[config.mk]
export PLATFORM = sky130hd
export DESIGN_NAME = vpu_pixel_pipe
export DESIGN_NICKNAME = d
export VERILOG_FILES = /design/src/rtl/vpu_pkg.sv /design/src/rtl/vpu_lane_op.sv /design/src/rtl/vpu_pixel_pipe.sv
export SDC_FILE = /design/constraint.sdc
export NUM_CORES = 1
export LEC_CHECK = 0
export CORE_MARGIN = 1.5
export CORE_UTILIZATION = 50
export CTS_BUF_LIST = sky130_fd_sc_hd__clkbuf_4 sky130_fd_sc_hd__clkbuf_8
export DETAILED_ROUTE_END_ITERATION = 10
export PLACE_DENSITY_LB_ADDON = 0.3
export SYNTH_ARGS = -nofsm -noshare
export SYNTH_HDL_FRONTEND = slang
export SYNTH_SLANG_ARGS = --single-unit
[constraint.sdc]
create_clock -name clk -period 9.4 [get_ports clk]
set_input_delay 2.82 -clock clk [delete_from_list [all_inputs] [get_ports clk]]
set_output_delay 2.82 -clock clk [all_outputs]
set_load 0.005 [all_outputs]
[src/rtl/vpu_pkg.sv]
`default_nettype none
// ============================================================================
//  Module      : vpu_pkg
//  Description : Shared definitions for the VPU pixel pipeline: the processing
//                mode encoding and the per-lane saturation helper.
//  Revision    : 1.0  initial release
// ============================================================================
package vpu_pkg;

   // Processing modes, encoded exactly as presented on cfg_mode.
   typedef enum logic [1:0] {
      MODE_BYPASS = 2'b00,
      MODE_INVERT = 2'b01,
      MODE_OFFSET = 2'b10,
      MODE_THRESH = 2'b11
   } vpu_mode_e;

   // Saturate a signed lane sum into the range 0..max_val.
   function automatic int lane_clamp(input int sum, input int max_val);
      if (sum < 0) begin
         return 0;
      end else if (sum > max_val) begin
         return max_val;
      end
      return sum;
   endfunction

endpackage
`default_nettype wire

[src/rtl/vpu_lane_op.sv]
`default_nettype none
// ============================================================================
//  Module      : vpu_lane_op
//  Description : Combinational single-lane pixel operation.
//  Ports       : i_pix    - input pixel
//                i_mode   - processing mode (bypass/invert/offset/threshold)
//                i_offset - signed offset, one bit wider than a pixel
//                i_thr    - threshold level
//                o_pix    - processed pixel
//  Revision    : 1.0  initial release
// ============================================================================
module vpu_lane_op
   import vpu_pkg::*;
#(
   parameter int PIX_W = 8
) (
   input  logic [PIX_W-1:0]        i_pix,
   input  vpu_mode_e               i_mode,
   input  logic signed [PIX_W:0]   i_offset,
   input  logic [PIX_W-1:0]        i_thr,
   output logic [PIX_W-1:0]        o_pix
);

   // Two extra bits hold both the carry above full scale and the sign.
   logic signed [PIX_W+1:0] w_sum;

   assign w_sum = $signed({2'b00, i_pix}) + (PIX_W+2)'(i_offset);

   always_comb begin
      o_pix = i_pix;
      unique case (i_mode)
         MODE_BYPASS: o_pix = i_pix;
         MODE_INVERT: o_pix = ~i_pix;
         MODE_OFFSET: o_pix = PIX_W'(lane_clamp(int'(w_sum), (1 << PIX_W) - 1));
         MODE_THRESH: o_pix = (i_pix >= i_thr) ? '1 : '0;
      endcase
   end

endmodule
`default_nettype wire

[src/rtl/vpu_pixel_pipe.sv]
`default_nettype none
// ============================================================================
//  Module      : vpu_pixel_pipe
//  Description : Two-stage streaming pixel processor with line/frame tagging.
//                Stage 1 captures the input word with its position tags;
//                stage 2 holds the processed word presented at the output.
//  Ports       : clk, reset_n (synchronous, active-low)
//                video_data_in/in_valid/in_sof/in_ready  - input stream
//                video_data_out/out_valid/out_ready/out_eol/out_eof - output
//                cfg_mode/cfg_offset/cfg_thr - per-frame configuration
//                video_processed/frame_done/sync_err/frame_cnt - status
//  Revision    : 1.0  initial release
// ============================================================================
module vpu_pixel_pipe
   import vpu_pkg::*;
#(
   parameter int DATA_W         = 32,
   parameter int PIX_W          = 8,
   parameter int WORDS_PER_LINE = 160,
   parameter int LINES          = 480
) (
   input  logic                  clk,
   input  logic                  reset_n,
   input  logic [DATA_W-1:0]     video_data_in,
   input  logic                  in_valid,
   input  logic                  in_sof,
   output logic                  in_ready,
   output logic [DATA_W-1:0]     video_data_out,
   output logic                  out_valid,
   input  logic                  out_ready,
   output logic                  out_eol,
   output logic                  out_eof,
   input  logic [1:0]            cfg_mode,
   input  logic signed [PIX_W:0] cfg_offset,
   input  logic [PIX_W-1:0]      cfg_thr,
   output logic                  video_processed,
   output logic                  frame_done,
   output logic                  sync_err,
   output logic [15:0]           frame_cnt
);

   localparam int LANES = DATA_W / PIX_W;
   localparam int COL_W = (WORDS_PER_LINE > 1) ? $clog2(WORDS_PER_LINE) : 1;
   localparam int ROW_W = (LINES > 1) ? $clog2(LINES) : 1;
   localparam logic [COL_W-1:0] COL_LAST = COL_W'(WORDS_PER_LINE - 1);
   localparam logic [ROW_W-1:0] ROW_LAST = ROW_W'(LINES - 1);

   logic [DATA_W-1:0]     data1_q, data1_d, data2_q, data2_d;
   logic                  valid1_q, valid1_d, valid2_q, valid2_d;
   logic                  eol1_q, eol1_d, eof1_q, eof1_d;
   logic                  eol2_q, eol2_d, eof2_q, eof2_d;
   logic [COL_W-1:0]      col_q, col_d;
   logic [ROW_W-1:0]      row_q, row_d;
   vpu_mode_e             cfg_mode_q, cfg_mode_d;
   logic signed [PIX_W:0] cfg_offset_q, cfg_offset_d;
   logic [PIX_W-1:0]      cfg_thr_q, cfg_thr_d;
   logic                  sync_err_q, sync_err_d;
   logic                  frame_done_q, frame_done_d;
   logic                  video_processed_q, video_processed_d;
   logic [15:0]           frame_cnt_q, frame_cnt_d;

   logic                  w_s2_free, w_s2_load, w_accept;
   logic [COL_W-1:0]      w_eff_col;
   logic [ROW_W-1:0]      w_eff_row;
   logic                  w_col_last, w_row_last, w_frame_start, w_eof_xfer;
   logic [DATA_W-1:0]     w_lane_res;

   // Stage 1 may accept whenever it is empty or about to move into stage 2.
   assign in_ready = reset_n & (w_s2_free | ~valid1_q);

   // The stage-1 word is always processed with the cfg of its own frame:
   // a frame-start word can only enter stage 1 on the same edge that the
   // previous word leaves it, so cfg_*_q never runs ahead of stage 1.
   for (genvar g = 0; g < LANES; g++) begin : g_lane
      vpu_lane_op #(.PIX_W(PIX_W)) u_lane_op (
         .i_pix    (data1_q[g*PIX_W +: PIX_W]),
         .i_mode   (cfg_mode_q),
         .i_offset (cfg_offset_q),
         .i_thr    (cfg_thr_q),
         .o_pix    (w_lane_res[g*PIX_W +: PIX_W])
      );
   end

   always_comb begin
      w_s2_free     = ~valid2_q | out_ready;
      w_s2_load     = valid1_q & w_s2_free;
      w_accept      = in_valid & in_ready;
      // A start-of-frame tag forces the word to position 0,0.
      w_eff_col     = in_sof ? '0 : col_q;
      w_eff_row     = in_sof ? '0 : row_q;
      w_col_last    = (w_eff_col == COL_LAST);
      w_row_last    = (w_eff_row == ROW_LAST);
      w_frame_start = (w_eff_col == '0) && (w_eff_row == '0);
      w_eof_xfer    = valid2_q & out_ready & eof2_q;

      data1_d           = data1_q;
      valid1_d          = valid1_q;
      eol1_d            = eol1_q;
      eof1_d            = eof1_q;
      data2_d           = data2_q;
      valid2_d          = valid2_q;
      eol2_d            = eol2_q;
      eof2_d            = eof2_q;
      col_d             = col_q;
      row_d             = row_q;
      cfg_mode_d        = cfg_mode_q;
      cfg_offset_d      = cfg_offset_q;
      cfg_thr_d         = cfg_thr_q;
      sync_err_d        = sync_err_q;
      frame_done_d      = w_eof_xfer;
      video_processed_d = video_processed_q | w_eof_xfer;
      frame_cnt_d       = frame_cnt_q + (w_eof_xfer ? 16'd1 : 16'd0);

      // Stage 2: refill from stage 1 whenever the output slot frees up.
      if (w_s2_free) begin
         valid2_d = valid1_q;
      end
      if (w_s2_load) begin
         data2_d  = w_lane_res;
         eol2_d   = eol1_q;
         eof2_d   = eof1_q;
         valid1_d = 1'b0;
      end

      if (w_accept) begin
         data1_d  = video_data_in;
         valid1_d = 1'b1;
         eol1_d   = w_col_last;
         eof1_d   = w_col_last & w_row_last;
         col_d    = w_col_last ? '0 : w_eff_col + COL_W'(1);
         row_d    = w_col_last ? (w_row_last ? '0 : w_eff_row + ROW_W'(1)) : w_eff_row;
         if (w_frame_start) begin
            cfg_mode_d   = vpu_mode_e'(cfg_mode);
            cfg_offset_d = cfg_offset;
            cfg_thr_d    = cfg_thr;
         end
         if (in_sof && ((col_q != '0) || (row_q != '0))) begin
            sync_err_d = 1'b1;
         end
      end
   end

   always_ff @(posedge clk) begin
      if (!reset_n) begin
         data1_q           <= '0;
         valid1_q          <= 1'b0;
         eol1_q            <= 1'b0;
         eof1_q            <= 1'b0;
         data2_q           <= '0;
         valid2_q          <= 1'b0;
         eol2_q            <= 1'b0;
         eof2_q            <= 1'b0;
         col_q             <= '0;
         row_q             <= '0;
         cfg_mode_q        <= MODE_BYPASS;
         cfg_offset_q      <= '0;
         cfg_thr_q         <= '0;
         sync_err_q        <= 1'b0;
         frame_done_q      <= 1'b0;
         video_processed_q <= 1'b0;
         frame_cnt_q       <= '0;
      end else begin
         data1_q           <= data1_d;
         valid1_q          <= valid1_d;
         eol1_q            <= eol1_d;
         eof1_q            <= eof1_d;
         data2_q           <= data2_d;
         valid2_q          <= valid2_d;
         eol2_q            <= eol2_d;
         eof2_q            <= eof2_d;
         col_q             <= col_d;
         row_q             <= row_d;
         cfg_mode_q        <= cfg_mode_d;
         cfg_offset_q      <= cfg_offset_d;
         cfg_thr_q         <= cfg_thr_d;
         sync_err_q        <= sync_err_d;
         frame_done_q      <= frame_done_d;
         video_processed_q <= video_processed_d;
         frame_cnt_q       <= frame_cnt_d;
      end
   end

   assign video_data_out  = data2_q;
   assign out_valid       = valid2_q;
   assign out_eol         = eol2_q;
   assign out_eof         = eof2_q;
   assign sync_err        = sync_err_q;
   assign frame_done      = frame_done_q;
   assign video_processed = video_processed_q;
   assign frame_cnt       = frame_cnt_q;

endmodule
`default_nettype wire
==> metrics <==
Worst Clk Skew=0.00683 ns; global-route total usage across every layer=0.266; FMAX=143 MHz; hold slack=0.465 ns; grt met3 use=0.0410; Final Max Slew Viols=0; peak-usage layer in the global routing report=met2; buffers inserted by post-CTS timing repair=0; largest voltage drop on the vdd net=0.0764 mV; endpoint required time on the critical path=6.58 ns; fraction of met2 tracks used by global routing=0.430; FF+latch area=2500 sq um; Slowest-stage cell, CP=sky130_fd_sc_hd__clkdlybuf4s50_1; share of synthesized cell area in full adder, half adder and majority cells=0.119; Top FF cell, synth=sky130_fd_sc_hd__dfxtp_1; placeable core region=15800 sq um; initial core utilization=0.509; maximum number of pins on one net before global-route repair=93; top-area cell type share of the netlist area=0.312; via count of the first global-routing pass=6977; Startpoint Class=input port; CP top delay family=buffers and inverters; first-pass GRT wire length=35100 um; cells traversed along the worst timing path=clkdlybuf4s50_1 > nand3b_1 > and2_1 > clkdlybuf4s50_1; layout-stage area growth over the synthesis result=20.3%; routed vias/inst=5.94; Post-CTS Hold Fix Bufs=0; async set-reset flop share out of synthesis=0; total nets after synthesis=1109; met1 usage in global routing=0.355; synthesized-area fraction occupied by and/or/nand/nor cells=0.238; setup slack on the worst flop-to-flop path=6.43 ns; depth of the worst register-to-register path=9; Total Power=0.00136 W; row count=46; Crit path largest cell delay=0.51 ns; end of the worst register-to-register path=video_data_out[22]; termination of the worst setup path=in_ready; post-place instance area=9220 sq um; grt ovf=0; share of the clock period used by the worst path=0.744; register bit count reported by yosys=125; largest buffer count on any clock path=2; logic depth of the worst setup path including buffers=4; largest family of logic cells by synthesized area=simple AND/OR/NAND/NOR gates; Leakage=3.92 nW; Filler Cell Count=1394; antenna diode instance count=0; number of clock sinks seen by CTS=125; die extent in x=130 um; result of the run=complete, no violations; min-delay worst type=register to register; post-route standard cell area excluding fillers=9660 sq um; biggest area contributors in the synthesized netlist=sky130_fd_sc_hd__dfxtp_1, sky130_fd_sc_hd__ha_1, sky130_fd_sc_hd__nand2_1; ANT nets after route=0; number of antenna violations at the first check in global routing=0; worst setup path startpoint=out_ready; count of flip-flops with a built-in enable after synthesis=0; die outline height=130 um; kind of critical path=input port to output pin; post-synthesis cell count=979; Post-layout nets=1191; Post-Syn Area=8030 sq um; Resize count post-CTS=0; final setup violation count=0; vias post-DR=7658; unrepaired setup endpoints after global routing=no; violation count after the first detailed-routing iteration=726; relative max-transition margin=0.245; XOR/XNOR share of the synthesized area=0.0382; largest driver fanout on the critical path=4; most used cell, CP=sky130_fd_sc_hd__clkdlybuf4s50_1; RePlAce Congestion=0.870; power density normalized to cell area=141 nW/um^2; number of DRC violations after detailed routing=0; count of boundary I/O pins=111; number of max-capacitance violations reported=0; average instance area after synthesis=8.20 sq um; CTS Buf Count=17; CTS tree=yes; total instance count after detailed placement=1258; maximum level of the CTS H-tree=4; final worst path period need=6.99 ns; worst-margin pin slew=1.13 ns; Unique masters post-synth=68; Final TNS setup=0 ns; HPWL after detailed placement=15200 um; Final Instance Count excl. Fillers=1290; count of synthesis-stage warnings from yosys=0; count of port buffers added during placement=110; Clock transition at path regs=0.08 ns; capturing element type of the critical path=output pin; Buf+Inv Stages, Crit Path=2; cell chosen for the clock root=sky130_fd_sc_hd__clkbuf_8; fraction of synthesized area in multiplexers=0.0262; combined area of the multi-input logic cells=5210 sq um; first-pass iteration count of the detailed router=5; largest area contributor in the netlist=sky130_fd_sc_hd__dfxtp_1; launching point of the worst reg2reg path=cfg_offset_q[0]; total wire length after detailed routing=21800 um; arrival time worst endpoint=4.17 ns; average wire per cell in the routed design=16.9 um; Final Hold Vio Count=0; compound-gate portion of the synthesized area=0.226; share of layout cells above drive strength 1=0.0512; clock latency of the later-clocked register in the worst-skew pair=0.46 ns; Die Outline Area=16800 sq um; share of synthesized area occupied by flip-flops and latches=0.312
==> metal layers <==
layer,vias to the layer above,share of wire
met2,322,0.46
met3,52,0.066
met5,-,0
met4,0,0.028
met1,3571,0.45
li1,3713,-
==> worst min-delay path by stage <==
stage / from / cells after the start / endpoint
finish: eol1_q / 2 / eol1_q
global route: sync_err / 1 / sync_err
CTS: eol1_q / 2 / eol1_q
detailed placement: eol1_q / 2 / eol1_q
global placement: video_processed / 1 / video_processed
floorplan: eol1_q / 2 / eol1_q
==> per-stage QoR <==
step	util	worst slack, ns
2_1_floorplan	-	2.79
3_3_place_gp	0.585	2.43
3_5_place_dp	0.585	2.43
4_1_cts	0.613	2.41
5_1_grt	0.613	2.37
6_report	0.613	2.41
==> tightest hold or removal path: stages, from the launching register on <==
cell                      delay, ns
sky130_fd_sc_hd__dfxtp_1       0.32
sky130_fd_sc_hd__nand3_1       0.06
sky130_fd_sc_hd__nand2_1       0.05
==> Yosys cell counts (all sizes together), types with 3 or more instances <==
master,number
dfxtp,125
o31a,4
a22oi,3
a31oi,17
or3,32
nand2,109
a21o,14
buf,11
o21a,18
o21ai,54
nor2,50
a32oi,3
and3,10
inv,27
a221oi,5
mux2i,21
nor4,5
nand2b,12
nor3,16
o211ai,36
a211oi,18
or2,6
fa,4
ha,70
nand4,6
a21boi,12
nand3,50
a21oi,57
and2,25
nor2b,39
clkbuf,42
nand3b,3
o21bai,3
xnor2,28
a211o,4
xor2,7
==> cell families (layout without fill, tap and decap cells) <==
group | after synthesis | in the layout
multiplexers | 21 | 21
adder cells (fa/ha/maj) | 74 | 74
flip-flops | 125 | 125
XOR/XNOR | 35 | 35
buffers and inverters | 80 | 175
AND/OR/NAND/NOR | 373 | 373
AO/OA/AOI/OAI | 271 | 271
==> layout by cell type (no fill, tap or decap), types with 4 or more instances in the layout <==
cell type / count
sky130_fd_sc_hd__or3_1: 32
sky130_fd_sc_hd__a21oi_1: 57
sky130_fd_sc_hd__o21a_1: 18
sky130_fd_sc_hd__a221oi_1: 5
sky130_fd_sc_hd__a31oi_1: 17
sky130_fd_sc_hd__and3_1: 10
sky130_fd_sc_hd__clkinv_4: 5
sky130_fd_sc_hd__o31a_1: 4
sky130_fd_sc_hd__dfxtp_1: 125
sky130_fd_sc_hd__a21boi_0: 12
sky130_fd_sc_hd__a211o_1: 4
sky130_fd_sc_hd__nand2_1: 109
sky130_fd_sc_hd__o211ai_1: 36
sky130_fd_sc_hd__a211oi_1: 18
sky130_fd_sc_hd__nand2b_1: 12
sky130_fd_sc_hd__mux2i_1: 21
sky130_fd_sc_hd__inv_1: 27
sky130_fd_sc_hd__fa_1: 4
sky130_fd_sc_hd__clkdlybuf4s50_1: 109
sky130_fd_sc_hd__nor4_1: 4
sky130_fd_sc_hd__clkbuf_8: 18
sky130_fd_sc_hd__and2_1: 25
sky130_fd_sc_hd__xor2_1: 7
sky130_fd_sc_hd__xnor2_1: 28
sky130_fd_sc_hd__nor2_1: 50
sky130_fd_sc_hd__or2_2: 6
sky130_fd_sc_hd__a21o_1: 14
sky130_fd_sc_hd__nor2b_1: 37
sky130_fd_sc_hd__nand3_1: 49
sky130_fd_sc_hd__nor3_1: 16
sky130_fd_sc_hd__o21ai_0: 54
sky130_fd_sc_hd__ha_1: 70
sky130_fd_sc_hd__nand4_1: 6
sky130_fd_sc_hd__buf_4: 7
==> report_power, final <==
part / internal (W) / switching [W] / leakage [nW]
Sequential: 0.000555 / 0.0000368 / 1.02
Combinational: 0.000119 / 0.000126 / 2.67
Clock: 0.000279 / 0.000242 / 0.218
Total: 0.000954 / 0.000405 / 3.92
==> sequential cells by signal, summed over array words and instances, names as in the netlist, 2 cells and up <==
name and flops:
frame_cnt 16, cfg_mode_q 2, data1_q 32, row_q 9, video_data_out 32, cfg_thr_q 8, col_q 8, cfg_offset_q 9
==> layout make-up <==
type / instances / area share
well taps: 216 / 0.0280
flip-flops and latches: 125 / 0.259
repair buffers: 116 / 0.118
clock inverters: 13 / 0.0188
multi-input cells: 774 / 0.539
inverters: 27 / 0.0105
clock buffers: 19 / 0.0264
No activity file was read; power rests on OpenSTA's default activity.
